--- config.mk ---
export PLATFORM = sky130hd
export DESIGN_NAME = poly_compress_pipe
export DESIGN_NICKNAME = d
export VERILOG_FILES = /design/src/rtl/poly_compress_pipe_pkg.sv /design/src/rtl/poly_compress_pipe_comp_lane.sv /design/src/rtl/poly_compress_pipe.sv
export SDC_FILE = /design/constraint.sdc
export NUM_CORES = 2
export LEC_CHECK = 0
export ABC_CLOCK_PERIOD_IN_PS = 17800
export BUFFER_PORTS_ARGS = -buffer_cell sky130_fd_sc_hd__buf_2
export CORE_MARGIN = 2
export CORE_UTILIZATION = 60
export CTS_BUF_LIST = sky130_fd_sc_hd__clkbuf_16
export DETAILED_ROUTE_END_ITERATION = 6
export GPL_ROUTABILITY_DRIVEN = 0
export HOLD_SLACK_MARGIN = 0.08
export PLACE_DENSITY = 0.77
export SYNTH_ARGS = -nofsm -noshare
export SYNTH_HDL_FRONTEND = slang
export SYNTH_HIERARCHICAL = 1
export SYNTH_SLANG_ARGS = --single-unit
export TNS_END_PERCENT = 50
--- constraint.sdc ---
create_clock -name clk -period 17.8 [get_ports clk]
set_input_delay 3.56 -clock clk [delete_from_list [all_inputs] [get_ports clk]]
set_output_delay 3.56 -clock clk [all_outputs]
set_load 0.1 [all_outputs]
--- src/rtl/poly_compress_pipe_pkg.sv ---
// kyber_comp_pkg: shared constants and types for the Kyber coefficient
// compress/decompress pipeline.
//   KYBER_Q / KYBER_Q_HALF : modulus and its rounding offset floor(q/2)
//   RECIP_M / RECIP_SHIFT  : reciprocal multiplier ceil(2^36/q) and shift
//   D_MAX                  : largest supported compression depth
//   comp_mode_e            : per-beat operation select
package kyber_comp_pkg;

  localparam int unsigned KYBER_Q      = 3329;
  localparam int unsigned KYBER_Q_HALF = 1664;
  localparam int unsigned RECIP_M      = 20642679;
  localparam int unsigned RECIP_SHIFT  = 36;
  localparam int unsigned D_MAX        = 11;

  typedef enum logic {
    CMP_COMPRESS   = 1'b0,
    CMP_DECOMPRESS = 1'b1
  } comp_mode_e;

  // Depths outside 1..D_MAX produce an all-zero lane result.
  function automatic logic d_supported(input logic [3:0] d);
    return (d != 4'd0) && (d <= 4'(D_MAX));
  endfunction

endpackage

--- src/rtl/poly_compress_pipe_comp_lane.sv ---
// comp_lane: one coefficient lane of the 3-stage compress/decompress datapath.
// Ports:
//   clk, rst_n        clock, asynchronous active-low reset
//   en                shared stage enable; all three stages shift together
//   coeff             low 12 bits of the lane input container
//   mode_s0, d_s0     mode/depth of the beat entering S1 (from the input)
//   mode_s1, d_s1     mode/depth of the beat currently held in S1
//   mode_s2, d_s2     mode/depth of the beat currently held in S2
//   result            S3 lane result, zero-extended to 16 bits
module comp_lane
  import kyber_comp_pkg::*;
(
  input  logic        clk,
  input  logic        rst_n,
  input  logic        en,
  input  logic [11:0] coeff,
  input  comp_mode_e  mode_s0,
  input  logic [3:0]  d_s0,
  input  comp_mode_e  mode_s1,
  input  logic [3:0]  d_s1,
  input  comp_mode_e  mode_s2,
  input  logic [3:0]  d_s2,
  output logic [15:0] result
);

  logic [23:0] s1;
  logic [48:0] s2;

  logic [11:0] y_in;
  logic [23:0] n_next;
  logic [23:0] m_next;
  logic [48:0] prod_next;
  logic [48:0] rnd_next;
  logic [12:0] quot;
  logic [12:0] mask_d;
  logic [15:0] res_c;
  logic [15:0] res_d;

  // S1: compress forms (x << d) + floor(q/2); decompress forms y * q with
  // y masked to its low d bits. Both fit a shared 24-bit register.
  always_comb begin
    y_in   = coeff & ((12'd1 << d_s0) - 12'd1);
    n_next = ({12'd0, coeff} << d_s0) + 24'(KYBER_Q_HALF);
    m_next = 24'(y_in) * 24'(KYBER_Q);
  end

  always_ff @(posedge clk or negedge rst_n) begin
    if (!rst_n) begin
      s1 <= '0;
    end else if (en) begin
      s1 <= (mode_s0 == CMP_DECOMPRESS) ? m_next : n_next;
    end
  end

  // S2: compress multiplies by the reciprocal; decompress adds the
  // half-LSB rounding term 2^(d-1). Unsupported depths give garbage here
  // that S3 discards.
  always_comb begin
    prod_next = 49'(s1) * 49'(RECIP_M);
    rnd_next  = 49'(s1) + (49'd1 << (d_s1 - 4'd1));
  end

  always_ff @(posedge clk or negedge rst_n) begin
    if (!rst_n) begin
      s2 <= '0;
    end else if (en) begin
      s2 <= (mode_s1 == CMP_DECOMPRESS) ? rnd_next : prod_next;
    end
  end

  // S3: compress takes the quotient and wraps it mod 2^d; decompress
  // shifts the rounded product down by d.
  always_comb begin
    quot   = 13'(s2 >> RECIP_SHIFT);
    mask_d = (13'd1 << d_s2) - 13'd1;
    res_c  = 16'(quot & mask_d);
    res_d  = 16'(s2 >> d_s2);
  end

  always_ff @(posedge clk or negedge rst_n) begin
    if (!rst_n) begin
      result <= '0;
    end else if (en) begin
      if (!d_supported(d_s2)) begin
        result <= '0;
      end else if (mode_s2 == CMP_DECOMPRESS) begin
        result <= res_d;
      end else begin
        result <= res_c;
      end
    end
  end

endmodule

--- src/rtl/poly_compress_pipe.sv ---
// poly_compress_pipe: streaming multi-lane Kyber Compress_q / Decompress_q
// with a fixed 3-stage pipeline and valid/ready flow control.
// Ports:
//   clk, rst_n            clock, asynchronous active-low reset
//   mode_i, d_i           per-beat mode (0 compress, 1 decompress) and depth
//   in_valid, in_ready    input handshake; in_ready is combinational
//   in_data, in_last      LANES x COEFF_W coefficients and end marker
//   out_valid, out_ready  output handshake
//   out_data, out_last    LANES x COEFF_W results and the beat's end marker
//   range_err             sticky compress-input range error
// Build option: POLY_COMPRESS_RANGE_CHK_EN enables the range check; when
// undefined range_err is tied to 0.
module poly_compress_pipe
  import kyber_comp_pkg::*;
#(
  parameter int LANES   = 4,
  parameter int COEFF_W = 16
) (
  input  logic                     clk,
  input  logic                     rst_n,
  input  logic                     mode_i,
  input  logic [3:0]               d_i,
  input  logic                     in_valid,
  output logic                     in_ready,
  input  logic [LANES*COEFF_W-1:0] in_data,
  input  logic                     in_last,
  output logic                     out_valid,
  input  logic                     out_ready,
  output logic [LANES*COEFF_W-1:0] out_data,
  output logic                     out_last,
  output logic                     range_err
);

  logic       adv;
  comp_mode_e mode_in;
  logic       v1, v2, v3;
  logic       last1, last2, last3;
  comp_mode_e mode_s1, mode_s2;
  logic [3:0] d_s1, d_s2;
  logic       unused_hi;

  // Every stage moves when the output slot is empty or being drained;
  // bubbles travel with the data rather than being squeezed out.
  assign adv       = out_ready | ~out_valid;
  assign in_ready  = adv;
  assign mode_in   = comp_mode_e'(mode_i);
  assign out_valid = v3;
  assign out_last  = last3;

  always_ff @(posedge clk or negedge rst_n) begin
    if (!rst_n) begin
      v1      <= 1'b0;
      v2      <= 1'b0;
      v3      <= 1'b0;
      last1   <= 1'b0;
      last2   <= 1'b0;
      last3   <= 1'b0;
      mode_s1 <= CMP_COMPRESS;
      mode_s2 <= CMP_COMPRESS;
      d_s1    <= 4'd0;
      d_s2    <= 4'd0;
    end else if (adv) begin
      v1      <= in_valid;
      v2      <= v1;
      v3      <= v2;
      last1   <= in_last;
      last2   <= last1;
      last3   <= last2;
      mode_s1 <= mode_in;
      mode_s2 <= mode_s1;
      d_s1    <= d_i;
      d_s2    <= d_s1;
    end
  end

  for (genvar k = 0; k < LANES; k++) begin : g_lane
    logic [15:0] lane_res;

    comp_lane u_lane (
      .clk     (clk),
      .rst_n   (rst_n),
      .en      (adv),
      .coeff   (in_data[k*COEFF_W +: 12]),
      .mode_s0 (mode_in),
      .d_s0    (d_i),
      .mode_s1 (mode_s1),
      .d_s1    (d_s1),
      .mode_s2 (mode_s2),
      .d_s2    (d_s2),
      .result  (lane_res)
    );

    assign out_data[k*COEFF_W +: COEFF_W] = COEFF_W'(lane_res);
  end

  // Container bits above the 12-bit coefficient carry no information.
  always_comb begin
    unused_hi = 1'b0;
    for (int k = 0; k < LANES; k++) begin
      unused_hi = unused_hi ^ (^in_data[k*COEFF_W+12 +: COEFF_W-12]);
    end
  end

`ifdef POLY_COMPRESS_RANGE_CHK_EN
  logic any_bad;
  logic range_err_q;

  // Only compress inputs must be reduced mod q; decompress inputs are
  // masked to d bits and can never be out of range.
  always_comb begin
    any_bad = 1'b0;
    for (int k = 0; k < LANES; k++) begin
      if (in_data[k*COEFF_W +: 12] >= 12'(KYBER_Q)) begin
        any_bad = 1'b1;
      end
    end
  end

  always_ff @(posedge clk or negedge rst_n) begin
    if (!rst_n) begin
      range_err_q <= 1'b0;
    end else if (in_valid && adv && (mode_in == CMP_COMPRESS) && any_bad) begin
      range_err_q <= 1'b1;
    end
  end

  assign range_err = range_err_q;
`else
  assign range_err = 1'b0;
`endif

endmodule

==> impl_metrics.env <==
export IMPL_cp_required_ps=18280
export IMPL_clk_latency_ps=600
export IMPL_status="finished, violations left"
export IMPL_period_share_pct=54.9
export IMPL_register_area_sq_um=8730
export IMPL_holdPathEnd="out_valid$_DFFE_PN0P_"
export IMPL_die_h_microns=370
export IMPL_drt_iter0_drc=6011
export IMPL_syn_area_sq_um=80600
export IMPL_synth_edf_count=0
export IMPL_synth_commonest_cells="inv_1 (1848), fa_1 (1212), ha_1 (1160)"
export IMPL_initial_utilization_pct=60.4
export IMPL_synthDominantCellAreaShare_pct=30.1
export IMPL_numCtsBuffers=42
export IMPL_num_nets_final=10911
export IMPL_num_rows=134
export IMPL_fin_worst_skew_ps=27.6
export IMPL_crit_type="in -> reg"
export IMPL_period_needed_ps=9770
export IMPL_grt_ovfl_total=0
export IMPL_hp_start="v2$_DFFE_PN0P_"
export IMPL_r2r_start="g_lane[2].u_lane/s1[1]$_DFFE_PN0P_"
export IMPL_syn_to_final_growth_pct=4.20
export IMPL_slew_viol_final=0
export IMPL_end_kind="flop"
export IMPL_multiInputGateArea_sq_um=63700
export IMPL_yosysUniqueCellTypes=115
export IMPL_cap_violations=0
export IMPL_async_flop_share_pct=100
export IMPL_crit_path_max_fanout=55
export IMPL_drc_errors=3
export IMPL_post_cts_buffers=0
export IMPL_fin_setup_tns_ps=0
export IMPL_min_path_type="reg -> reg"
export IMPL_rsz0062_at_grt="no"
export IMPL_drt_pass1_iterations=7
export IMPL_cts_clk_slew_worst_paths_ps=60
export IMPL_critPathLaunchType="primary input"
export IMPL_top_level_ports=142
export IMPL_whs_path_depth=1
export IMPL_root_buffer="clkbuf_16"
export IMPL_post_cts_resized=0
export IMPL_yosysWarnings=6
export IMPL_critPathArrivalTime_ps=10240
export IMPL_violations="design-rule violations"
export IMPL_cts_hold_buffers=0
export IMPL_grt_pass1_wl_microns=357000
export IMPL_r2r_cells=23
export IMPL_wl_per_cell_microns=22.2
export IMPL_via_per_inst=6.11
export IMPL_finalSetupViolations=0
export IMPL_core_area_sq_um=133000
export IMPL_cts_tree="built"
export IMPL_antenna_found_initial=15
export IMPL_synth_seq_cells=348
export IMPL_drive_above_1_share_pct=5.47
export IMPL_numPortBuffers=124
export IMPL_syn_inst=8536
export IMPL_crit_reg2reg_capture="g_lane[2].u_lane/s2[45]$_DFFE_PN0P_"
export IMPL_yosys_area_top_type="fa_1"
export IMPL_die_w_microns=370
export IMPL_num_vias=62674
export IMPL_yosysMostFrequentCell="inv_1"
export IMPL_grt_pass1_vias=64047
export IMPL_fmax_mhz=102
export IMPL_rrSetupSlack_ps=9720
export IMPL_max_slew_margin_pct=16.3
export IMPL_seq_area_frac_synth_pct=10.8
export IMPL_synthFlopType="dfrtp_1"
export IMPL_hpwl_microns=194000
export IMPL_synth_area_leaders="fa_1 (30%), ha_1 (18%), dfrtp_1 (11%)"
export IMPL_hold_viol=0
export IMPL_synthesis_nets=10982
export IMPL_h_tree_depth=2
export IMPL_grtUsageTotal_pct=33.6
export IMPL_cts_sinks=348
export IMPL_design_die_area_sq_um=137000
export IMPL_avgSynthCellArea_sq_um=9.44
export IMPL_fillers=10735
export IMPL_clock_path_buffers=3
export IMPL_grt_max_degree=153
export IMPL_worstMarginPinSlew_ps=1250
export IMPL_drt_antenna_violating_nets=0
export IMPL_wirelength_microns=227000
## flip-flops by register name, summed over array words and instances, names as in the netlist
signal / flops
g_lane.u_lane/s2: 172
mode_s1: 1
g_lane.u_lane/s1: 96
d_s1: 4
v1: 1
mode_s2: 1
v2: 1
out_valid: 1
last2: 1
out_last: 1
d_s2: 4
g_lane.u_lane/result: 64
last1: 1
## worst max path at each step
stage           start                                  end  depth (start not counted)
2_1_floorplan  d_i[1]  g_lane[0].u_lane/s1[22]$_DFFE_PN0P_                         28
3_3_place_gp   d_i[0]  g_lane[3].u_lane/s1[23]$_DFFE_PN0P_                         26
3_5_place_dp   d_i[0]  g_lane[3].u_lane/s1[23]$_DFFE_PN0P_                         26
4_1_cts        d_i[0]  g_lane[3].u_lane/s1[23]$_DFFE_PN0P_                         26
5_1_grt        d_i[0]  g_lane[3].u_lane/s1[23]$_DFFE_PN0P_                         26
6_report       d_i[0]  g_lane[2].u_lane/s1[22]$_DFFE_PN0P_                         24
## layer usage
layer  routed length (microns)  share of wire [%]  track usage [%]  vias to the layer above
met2                    100000                 44             51.3                     2928
met1                     91100                 40             45.1                    31107
met4                     10100                4.4             12.6                       12
met5                        79              0.035                0                        -
met3                     26000                 11             10.1                      578
li1                          -                  -                -                    28049
## worst max-delay path, cell delays in order
cell      delay [ps]
buf_4            360
buf_4            570
buf_4            650
or3_1            210
or2_2            150
ha_1             290
and2_1           160
o21ai_0           70
a21boi_0         790
ha_1             390
inv_1             80
fa_1             420
inv_1             70
ha_1             220
ha_1             280
ha_1             280
ha_1             300
o21a_1           150
a21oi_1          210
o21ai_0          150
o41ai_1          380
xor2_1           190
nand3_1           90
o211a_1          170
## kinds of logic (layout without fill, tap and decap cells)
family,Yosys count,after routing,synth area share [%]
compound gates,1537,1537,12.5
xor+xnor,327,327,3.56
fa+ha+maj,2372,2372,48.1
buf+inv,2130,2089,10.1
flops,348,348,10.8
mux,397,397,6.41
other cells,1,3,0.00465
simple gates,1424,1424,8.47
## area by class of cell
cell class	instances	share of cell area (%)
timing repair buffer	159	1.11
sequential	348	10.4
antenna	2	0.00596
clock buffer	43	1.28
inverter	1856	8.30
tap	1768	2.64
clock inverter	31	0.365
multi-input combinational	6058	75.9
## metrics by stage
step                setup slack [ps]  instances  hold WS [ps]  instance area (sq um)  utilization, %
floorplan                       8830       8536           435                  80600               -
global placement                7620      10189           456                  82600            61.9
detailed placement              7560      10189           455                  82600            61.9
CTS                             8160      10263           471                  83900            63.0
global route                    7610      10264           493                  83900            63.0
finish                          8030      10265           469                  83900            63.0
## placed cells by master (no fill, tap or decap), types with 46 or more instances in the layout
| cell | count |
|---|---|
| o21ai_0 | 299 |
| a31oi_1 | 59 |
| dfrtp_1 | 342 |
| fa_1 | 1212 |
| nor2_1 | 380 |
| mux4_2 | 72 |
| mux2i_1 | 234 |
| mux2_2 | 70 |
| a211oi_1 | 55 |
| buf_2 | 118 |
| o22ai_1 | 46 |
| ha_1 | 1160 |
| o2bb2ai_1 | 47 |
| nand3_1 | 112 |
| nand2b_1 | 60 |
| a21oi_1 | 422 |
| nor3_1 | 111 |
| xor2_1 | 135 |
| a22o_1 | 50 |
| a21o_1 | 156 |
| inv_1 | 1855 |
| nand2_1 | 427 |
| xnor2_1 | 192 |
| nor2b_1 | 63 |
Power is left out: the tool's default activity adds up to more than one toggle a clock period on the data nets, which glitch-free logic cannot reach.
